**src/rtl/sd_init_pkg.sv**
```systemverilog
// Shared SD command constants, R1/OCR bit positions and response checks
// used by the card initialization sequencer.
package sd_init_pkg;

    localparam logic [5:0] CMD2  = 6'd2;
    localparam logic [5:0] CMD3  = 6'd3;
    localparam logic [5:0] CMD6  = 6'd6;
    localparam logic [5:0] CMD7  = 6'd7;
    localparam logic [5:0] CMD8  = 6'd8;
    localparam logic [5:0] CMD41 = 6'd41;
    localparam logic [5:0] CMD55 = 6'd55;

    localparam logic [11:0] CMD8_CHECK = 12'h1AA;
    localparam logic [31:0] CMD8_ARG   = {20'h0, CMD8_CHECK};
    localparam logic [31:0] ACMD41_ARG = 32'h40FF_8000;
    localparam logic [31:0] ACMD6_ARG  = 32'h0000_0002;

    localparam int R1_OUT_OF_RANGE = 31;
    localparam int R1_ADDR_ERROR   = 30;
    localparam int R1_ILLEGAL_CMD  = 22;
    localparam int R1_CARD_ERROR   = 19;
    localparam int R1_APP_CMD      = 5;

    // OCR bit 31 is the power-up-complete flag (low while the card is busy)
    localparam int OCR_READY = 31;
    localparam int OCR_CCS   = 30;

    typedef enum logic [3:0] {
        S_IDLE, S_PWRUP, S_CMD8, S_CMD55, S_ACMD41, S_CMD2, S_GAP,
        S_CMD3, S_CMD7, S_CMD55B, S_ACMD6, S_DONE, S_ERR
    } state_t;

    function automatic logic r1_ok(input logic [31:0] resp, input logic need_app);
        return !(resp[R1_OUT_OF_RANGE] | resp[R1_ADDR_ERROR] |
                 resp[R1_ILLEGAL_CMD]  | resp[R1_CARD_ERROR]) &&
               (!need_app || resp[R1_APP_CMD]);
    endfunction

    function automatic int max3(input int a, input int b, input int c);
        int m;
        m = (a > b) ? a : b;
        return (m > c) ? m : c;
    endfunction

endpackage

```
**src/rtl/sd_init.sv**
```systemverilog
// SD card initialization sequencer: walks CMD8/ACMD41/CMD2/CMD3/CMD7/ACMD6
// through an external command driver, latching RCA and capacity status.
module sd_init
    import sd_init_pkg::*;
#(
    parameter int PWRUP_CYC = 80,
    parameter int TIMEOUT   = 4096,
    parameter int RETRIES   = 1000,
    parameter int GAP_CYC   = 128
) (
    input  logic        iclk,
    input  logic        irst,
    input  logic        istart,
    input  logic [31:0] iresp,
    input  logic        idone,
    output logic        ostart,
    output logic [5:0]  ocmd_index,
    output logic [31:0] ocmd_arg,
    output logic [15:0] orca,
    output logic        occs,
    output logic        odone,
    output logic        oerr
);

    localparam int CNT_W = $clog2(max3(PWRUP_CYC, TIMEOUT, GAP_CYC) + 1);
    localparam int TRY_W = $clog2(RETRIES + 1);

    localparam logic [CNT_W-1:0] PWRUP_LAST = CNT_W'(PWRUP_CYC - 1);
    localparam logic [CNT_W-1:0] GAP_LAST   = CNT_W'(GAP_CYC - 1);
    localparam logic [CNT_W-1:0] TO_LAST    = CNT_W'(TIMEOUT - 1);
    localparam logic [TRY_W-1:0] TRY_LAST   = TRY_W'(RETRIES - 1);

    state_t            state, state_n;
    logic [CNT_W-1:0]  cnt, cnt_n;
    logic [TRY_W-1:0]  tries, tries_n;
    logic              ostart_n, ccs_n;
    logic [5:0]        idx_n, sel_idx;
    logic [31:0]       arg_n, sel_arg;
    logic [15:0]       rca_n;

    always_ff @(posedge iclk or posedge irst) begin
        if (irst) begin
            state      <= S_IDLE;
            cnt        <= '0;
            tries      <= '0;
            ostart     <= 1'b0;
            ocmd_index <= '0;
            ocmd_arg   <= '0;
            orca       <= '0;
            occs       <= 1'b0;
        end else begin
            state      <= state_n;
            cnt        <= cnt_n;
            tries      <= tries_n;
            ostart     <= ostart_n;
            ocmd_index <= idx_n;
            ocmd_arg   <= arg_n;
            orca       <= rca_n;
            occs       <= ccs_n;
        end
    end

    always_comb begin
        sel_idx = '0;
        sel_arg = '0;
        case (state)
            S_CMD8:   begin sel_idx = CMD8;  sel_arg = CMD8_ARG;       end
            S_CMD55:  begin sel_idx = CMD55; sel_arg = '0;             end
            S_ACMD41: begin sel_idx = CMD41; sel_arg = ACMD41_ARG;     end
            S_CMD2:   begin sel_idx = CMD2;  sel_arg = '0;             end
            S_CMD3:   begin sel_idx = CMD3;  sel_arg = '0;             end
            S_CMD7:   begin sel_idx = CMD7;  sel_arg = {orca, 16'h0};  end
            S_CMD55B: begin sel_idx = CMD55; sel_arg = {orca, 16'h0};  end
            S_ACMD6:  begin sel_idx = CMD6;  sel_arg = ACMD6_ARG;      end
            default:  ;
        endcase
    end

    always_comb begin
        state_n  = state;
        cnt_n    = cnt;
        tries_n  = tries;
        ostart_n = ostart;
        idx_n    = ocmd_index;
        arg_n    = ocmd_arg;
        rca_n    = orca;
        ccs_n    = occs;
        case (state)
            S_IDLE: if (istart) begin
                state_n = S_PWRUP;
                cnt_n   = '0;
            end
            S_PWRUP: if (cnt == PWRUP_LAST) begin
                state_n = S_CMD8;
                cnt_n   = '0;
            end else cnt_n = cnt + 1'b1;
            S_GAP: if (cnt == GAP_LAST) begin
                state_n = S_CMD3;
                cnt_n   = '0;
            end else cnt_n = cnt + 1'b1;
            S_DONE, S_ERR: ;
            default: begin
                // Command states: issue, then wait for idone or the timeout.
                // Leaving the state drops ostart, which gives the mandatory
                // low cycle before the next command is raised.
                if (!ostart) begin
                    ostart_n = 1'b1;
                    idx_n    = sel_idx;
                    arg_n    = sel_arg;
                    cnt_n    = '0;
                end else if (idone) begin
                    ostart_n = 1'b0;
                    cnt_n    = '0;
                    case (state)
                        S_CMD8:   state_n = (iresp[11:0] == CMD8_CHECK) ? S_CMD55 : S_ERR;
                        S_CMD55:  state_n = r1_ok(iresp, 1'b1) ? S_ACMD41 : S_ERR;
                        S_ACMD41: if (iresp[OCR_READY]) begin
                            ccs_n   = iresp[OCR_CCS];
                            state_n = S_CMD2;
                        end else if (tries == TRY_LAST) begin
                            state_n = S_ERR;
                        end else begin
                            tries_n = tries + 1'b1;
                            state_n = S_CMD55;
                        end
                        S_CMD2:   state_n = S_GAP;
                        S_CMD3: begin
                            rca_n   = iresp[31:16];
                            state_n = S_CMD7;
                        end
                        S_CMD7:   state_n = r1_ok(iresp, 1'b0) ? S_CMD55B : S_ERR;
                        S_CMD55B: state_n = r1_ok(iresp, 1'b1) ? S_ACMD6 : S_ERR;
                        S_ACMD6:  state_n = r1_ok(iresp, 1'b0) ? S_DONE : S_ERR;
                        default:  ;
                    endcase
                end else if (cnt == TO_LAST) begin
                    ostart_n = 1'b0;
                    state_n  = S_ERR;
                end else cnt_n = cnt + 1'b1;
            end
        endcase
    end

    assign odone = (state == S_DONE);
    assign oerr  = (state == S_ERR);

endmodule

```
**config.mk**
```make
export PLATFORM = sky130hd
export DESIGN_NAME = sd_init
export DESIGN_NICKNAME = d
export VERILOG_FILES = /design/src/rtl/sd_init_pkg.sv /design/src/rtl/sd_init.sv
export SDC_FILE = /design/constraint.sdc
export NUM_CORES = 1
export LEC_CHECK = 0
export ABC_CLOCK_PERIOD_IN_PS = 3510
export BUFFER_PORTS_ARGS = -buffer_cell sky130_fd_sc_hd__buf_2
export CAP_MARGIN = 30
export CORE_MARGIN = 2
export CORE_UTILIZATION = 43
export DETAILED_ROUTE_END_ITERATION = 8
export HOLD_SLACK_MARGIN = 0.03
export MAX_ROUTING_LAYER = met4
export PLACE_DENSITY = 0.77
export REMOVE_ABC_BUFFERS = 1
export SLEW_MARGIN = 5
export SYNTH_ARGS = -nofsm -noshare
export SYNTH_HDL_FRONTEND = slang
export SYNTH_SLANG_ARGS = --single-unit
```
**constraint.sdc**
```tcl
create_clock -name iclk -period 3.51 [get_ports iclk]
set_input_delay 0.351 -clock iclk [delete_from_list [all_inputs] [get_ports iclk]]
set_output_delay 0.351 -clock iclk [all_outputs]
set_load 0.01 [all_outputs]
```
==> results.cfg <==
[sta]
slew_violations = 0
tightest_slew_ns = 0.957
fin_tns_setup_ns = 0
finalSetupViolCount = 0
fin_crit_sh = 0.796
post-route-min-period_ns = 2.79
max_freq_mhz = 358
rsz0062_at_grt = no
hold_viol = 0
fin_skew_ns = 0.0158
whs_ns = 0.224
max_slew_margin = 0.362

[logic_synthesis]
synthTopCellsByArea = dfrtp_1, nand2_1, mux2_2, a21oi_1, nor2_1
synthFlopType = dfrtp_1
synth-seq-area-share = 0.442
synth_edf_count = 0
ys_async_sr_fraction = 1.00
yosysUniqueCellTypes = 60
syn_area_sq_um = 3960
synthSimpleGateAreaFrac = 0.231
yosys.area_share.adder = 0.00632
synthXorXnorAreaFrac = 0.0288
synth.ff_latch_count = 70
yosys.area.top_type = dfrtp_1
yosys_warnings = 0
synthCells = 439
syn_avg_cell_area_sq_um = 9.02
synth_top_family_by_area = simple AND/OR/NAND/NOR gates
synth_mux_area_frac = 0.0566
yosys.area.top_type_share = 0.442
synth_compound_area_frac = 0.171

[global_route]
grt_max_degree = 42
grt_pass1_wl_microns = 15700
antenna_found_initial = 0
grt_pass1_vias = 3330
grt_usage = 0.200
grt_overflow = 0

[detailed_routing]
routedWlPerCell_microns = 15.2
num_vias = 3551
ant_nets = 0
avgViaCountPerCell = 5.68
drt_wl_total_microns = 9510
drt_iter0_markers = 258
drt-pass1-iter-count = 5
drc_errors = 0

[clock_tree]
htreeDepth = 3
clkLatencyLatePin_ns = 0.35
cts-root-buf = clkbuf_8
cts-resized-gates = 0
clkTransAtPathRegs_ns = 0.09
clock_path_buffers = 2
cts.sink_count = 70
cts_tree = yes
cts_made_buffers = 9

[die]
fp.dieH_microns = 100
dieArea_sq_um = 9990
pin_count = 94
fp-row-count = 35
die_w_microns = 100
initial_core_util = 0.437
core_sq_um = 9060

[power]
switching_share = 0.455
p_leak_nw = 2.19
peakVddDrop_v = 0.000267
p_sw_mw = 1.63
powerDensity_nw_per_um2 = 779
power_frac_comb = 0.462
clock_power_share = 0.173
p_seq_frac = 0.365
p_int_mw = 1.95

[place]
hpwl_microns = 6710
gp_congestion = 0.934
io_buffers = 79

[layout]
drive_above_1_share = 0.267
syn_to_final_growth_pct = 15.8
multiInputGateArea_sq_um = 1990
antenna_cells = 0
ff_latch_area_sq_um = 1750
nFillCells = 831
nNetsFinal = 547

[worst_setup_path]
worst_path_max_delay_cell = dfrtp_1
endpoint_kind = register
crit_chain = or2_2 > a21oi_1 > nand3b_1 > nor2b_1 > o21ai_1 > a22o_1
worst-setup-path-type = reg -> reg
cp.required_ns = 3.75
start_kind = register
crit_fanout = 18
cp_slowest_stage_delay_ns = 0.62
worstPathArrival_ns = 3.03

[run]
drv_cap = 0

[worst_hold_path]
worstHoldPathType = in -> reg

[status]
outcome = complete, no violations
critical path, delay by kind of cell (launching register included):
family / cells / cell delay, ns
simple gates: 3 / 1.32
flops: 1 / 0.62
compound gates: 3 / 0.75
placed cells by master, fill, tap and decap left out, types with 3 or more instances in the layout:
cell type  instances
a211oi_1           5
a21oi_1           34
a31oi_1            4
and3_1             4
and4_1             3
buf_2             79
buf_4              8
clkbuf_8           9
conb_1            10
dfrtp_1           70
inv_1              5
mux2_2            19
nand2_1           60
nand2b_1           8
nand3_1           20
nand3b_1           3
nand4_1            4
nor2_1            35
nor2b_1            3
nor3_1            14
o211ai_1           9
o21ai_0           26
o22ai_1            7
or2_2              4
or3_1              5
xnor2_1            4
xor2_1             9
cell usage after synthesis (3+ instances only):
cell	instances
a21oi_1	34
nor2b_1	3
dfrtp_1	70
a31oi_1	4
nand2b_1	8
a211oi_1	5
nand2_1	60
or3_1	5
o211ai_1	9
xor2_1	9
clkbuf_1	11
nor3_1	14
nor2_1	35
o22ai_1	7
and4_1	3
nand4_1	4
nand3b_1	3
buf_1	3
nand3_1	20
o21ai_0	26
buf_2	9
or2_2	4
inv_1	6
xnor2_1	4
and3_1	4
buf_4	15
mux2_2	19
layer usage:
layer  share of wire  vias to the layer above  track usage  wire [microns]
met5               0                        -            -               0
met1            0.44                     1713        0.254            4230
li1                -                     1695            -               -
met2            0.48                      119        0.307            4540
met4           0.025                        0       0.0980             234
met3           0.053                       24       0.0411             505
cell type report:
type | count | area share
Timing Repair Buffer | 89 | 0.106
Clock inverter | 7 | 0.0139
Inverter | 7 | 0.00573
Tap cell | 111 | 0.0303
Sequential cell | 70 | 0.382
Clock buffer | 9 | 0.0270
Multi-Input combinational cell | 332 | 0.435
final timing paths:
check / from / depth (start not counted) / to / slack (ns)
max: state[2] / 6 / cnt[6] / 0.72
min: iresp[25] / 2 / orca[9] / 0.22
max reg2reg: state[2] / 6 / cnt[6] / 0.72
min reg2reg: ocmd_arg[29] / 2 / ocmd_arg[29] / 0.48
max in group asynchronous: irst / 5 / orca[3] / 2.26
min in group asynchronous: irst / 3 / orca[13] / 0.41
power by group through the flow:
stage / Combinational (mW) / Clock, mW / Sequential, mW
6_report: 1.65 / 0.620 / 1.30
3_5_place_dp: 1.63 / 0 / 1.31
3_3_place_gp: 1.58 / 0 / 1.30
2_1_floorplan: 0.992 / 0 / 1.36
4_1_cts: 1.64 / 0.639 / 1.30
5_1_grt: 1.83 / 0.677 / 1.34
registers in the layout (all words and copies together), names as in the netlist:
name,cells
ocmd_arg,19
orca,16
cnt,13
tries,10
ocmd_index,6
state,4
occs,1
ostart,1
metrics by stage:
| stage | util | area [sq um] | cells | power (mW) | setup slack [ns] |
|---|---|---|---|---|---|
| after CTS | 0.502 | 4550 | 623 | 3.58 | 0.770 |
| final | 0.506 | 4580 | 625 | 3.57 | 0.715 |
| after detailed placement | 0.482 | 4370 | 607 | 2.94 | 0.788 |
| after global routing | 0.506 | 4580 | 625 | 3.85 | 0.438 |
| after global placement | 0.482 | 4370 | 607 | 2.88 | 0.854 |
| after floorplan | - | 3770 | 409 | 2.36 | 1.03 |
timing repair:
| action | in CTS | in global routing |
|---|---|---|
| endpoints found under the setup margin | 0 | 0 |
| endpoints found under the hold margin | 0 | 1 |
| setup buffers | 0 | 0 |
| hold buffers | 0 | 1 |
cell families (layout without fill, tap and decap cells):
| kind of cell | Yosys count | count (layout) |
|---|---|---|
| and+or+nand+nor | 180 | 180 |
| AOI/OAI and AO/OA | 107 | 107 |
| DFF | 70 | 70 |
| buffers and inverters | 46 | 112 |
| muxes | 20 | 20 |
| xor gates and xnor gates | 13 | 13 |
| adders and majority gates | 2 | 2 |
| other | 1 | 10 |
Power figures use the tool's default switching activity.
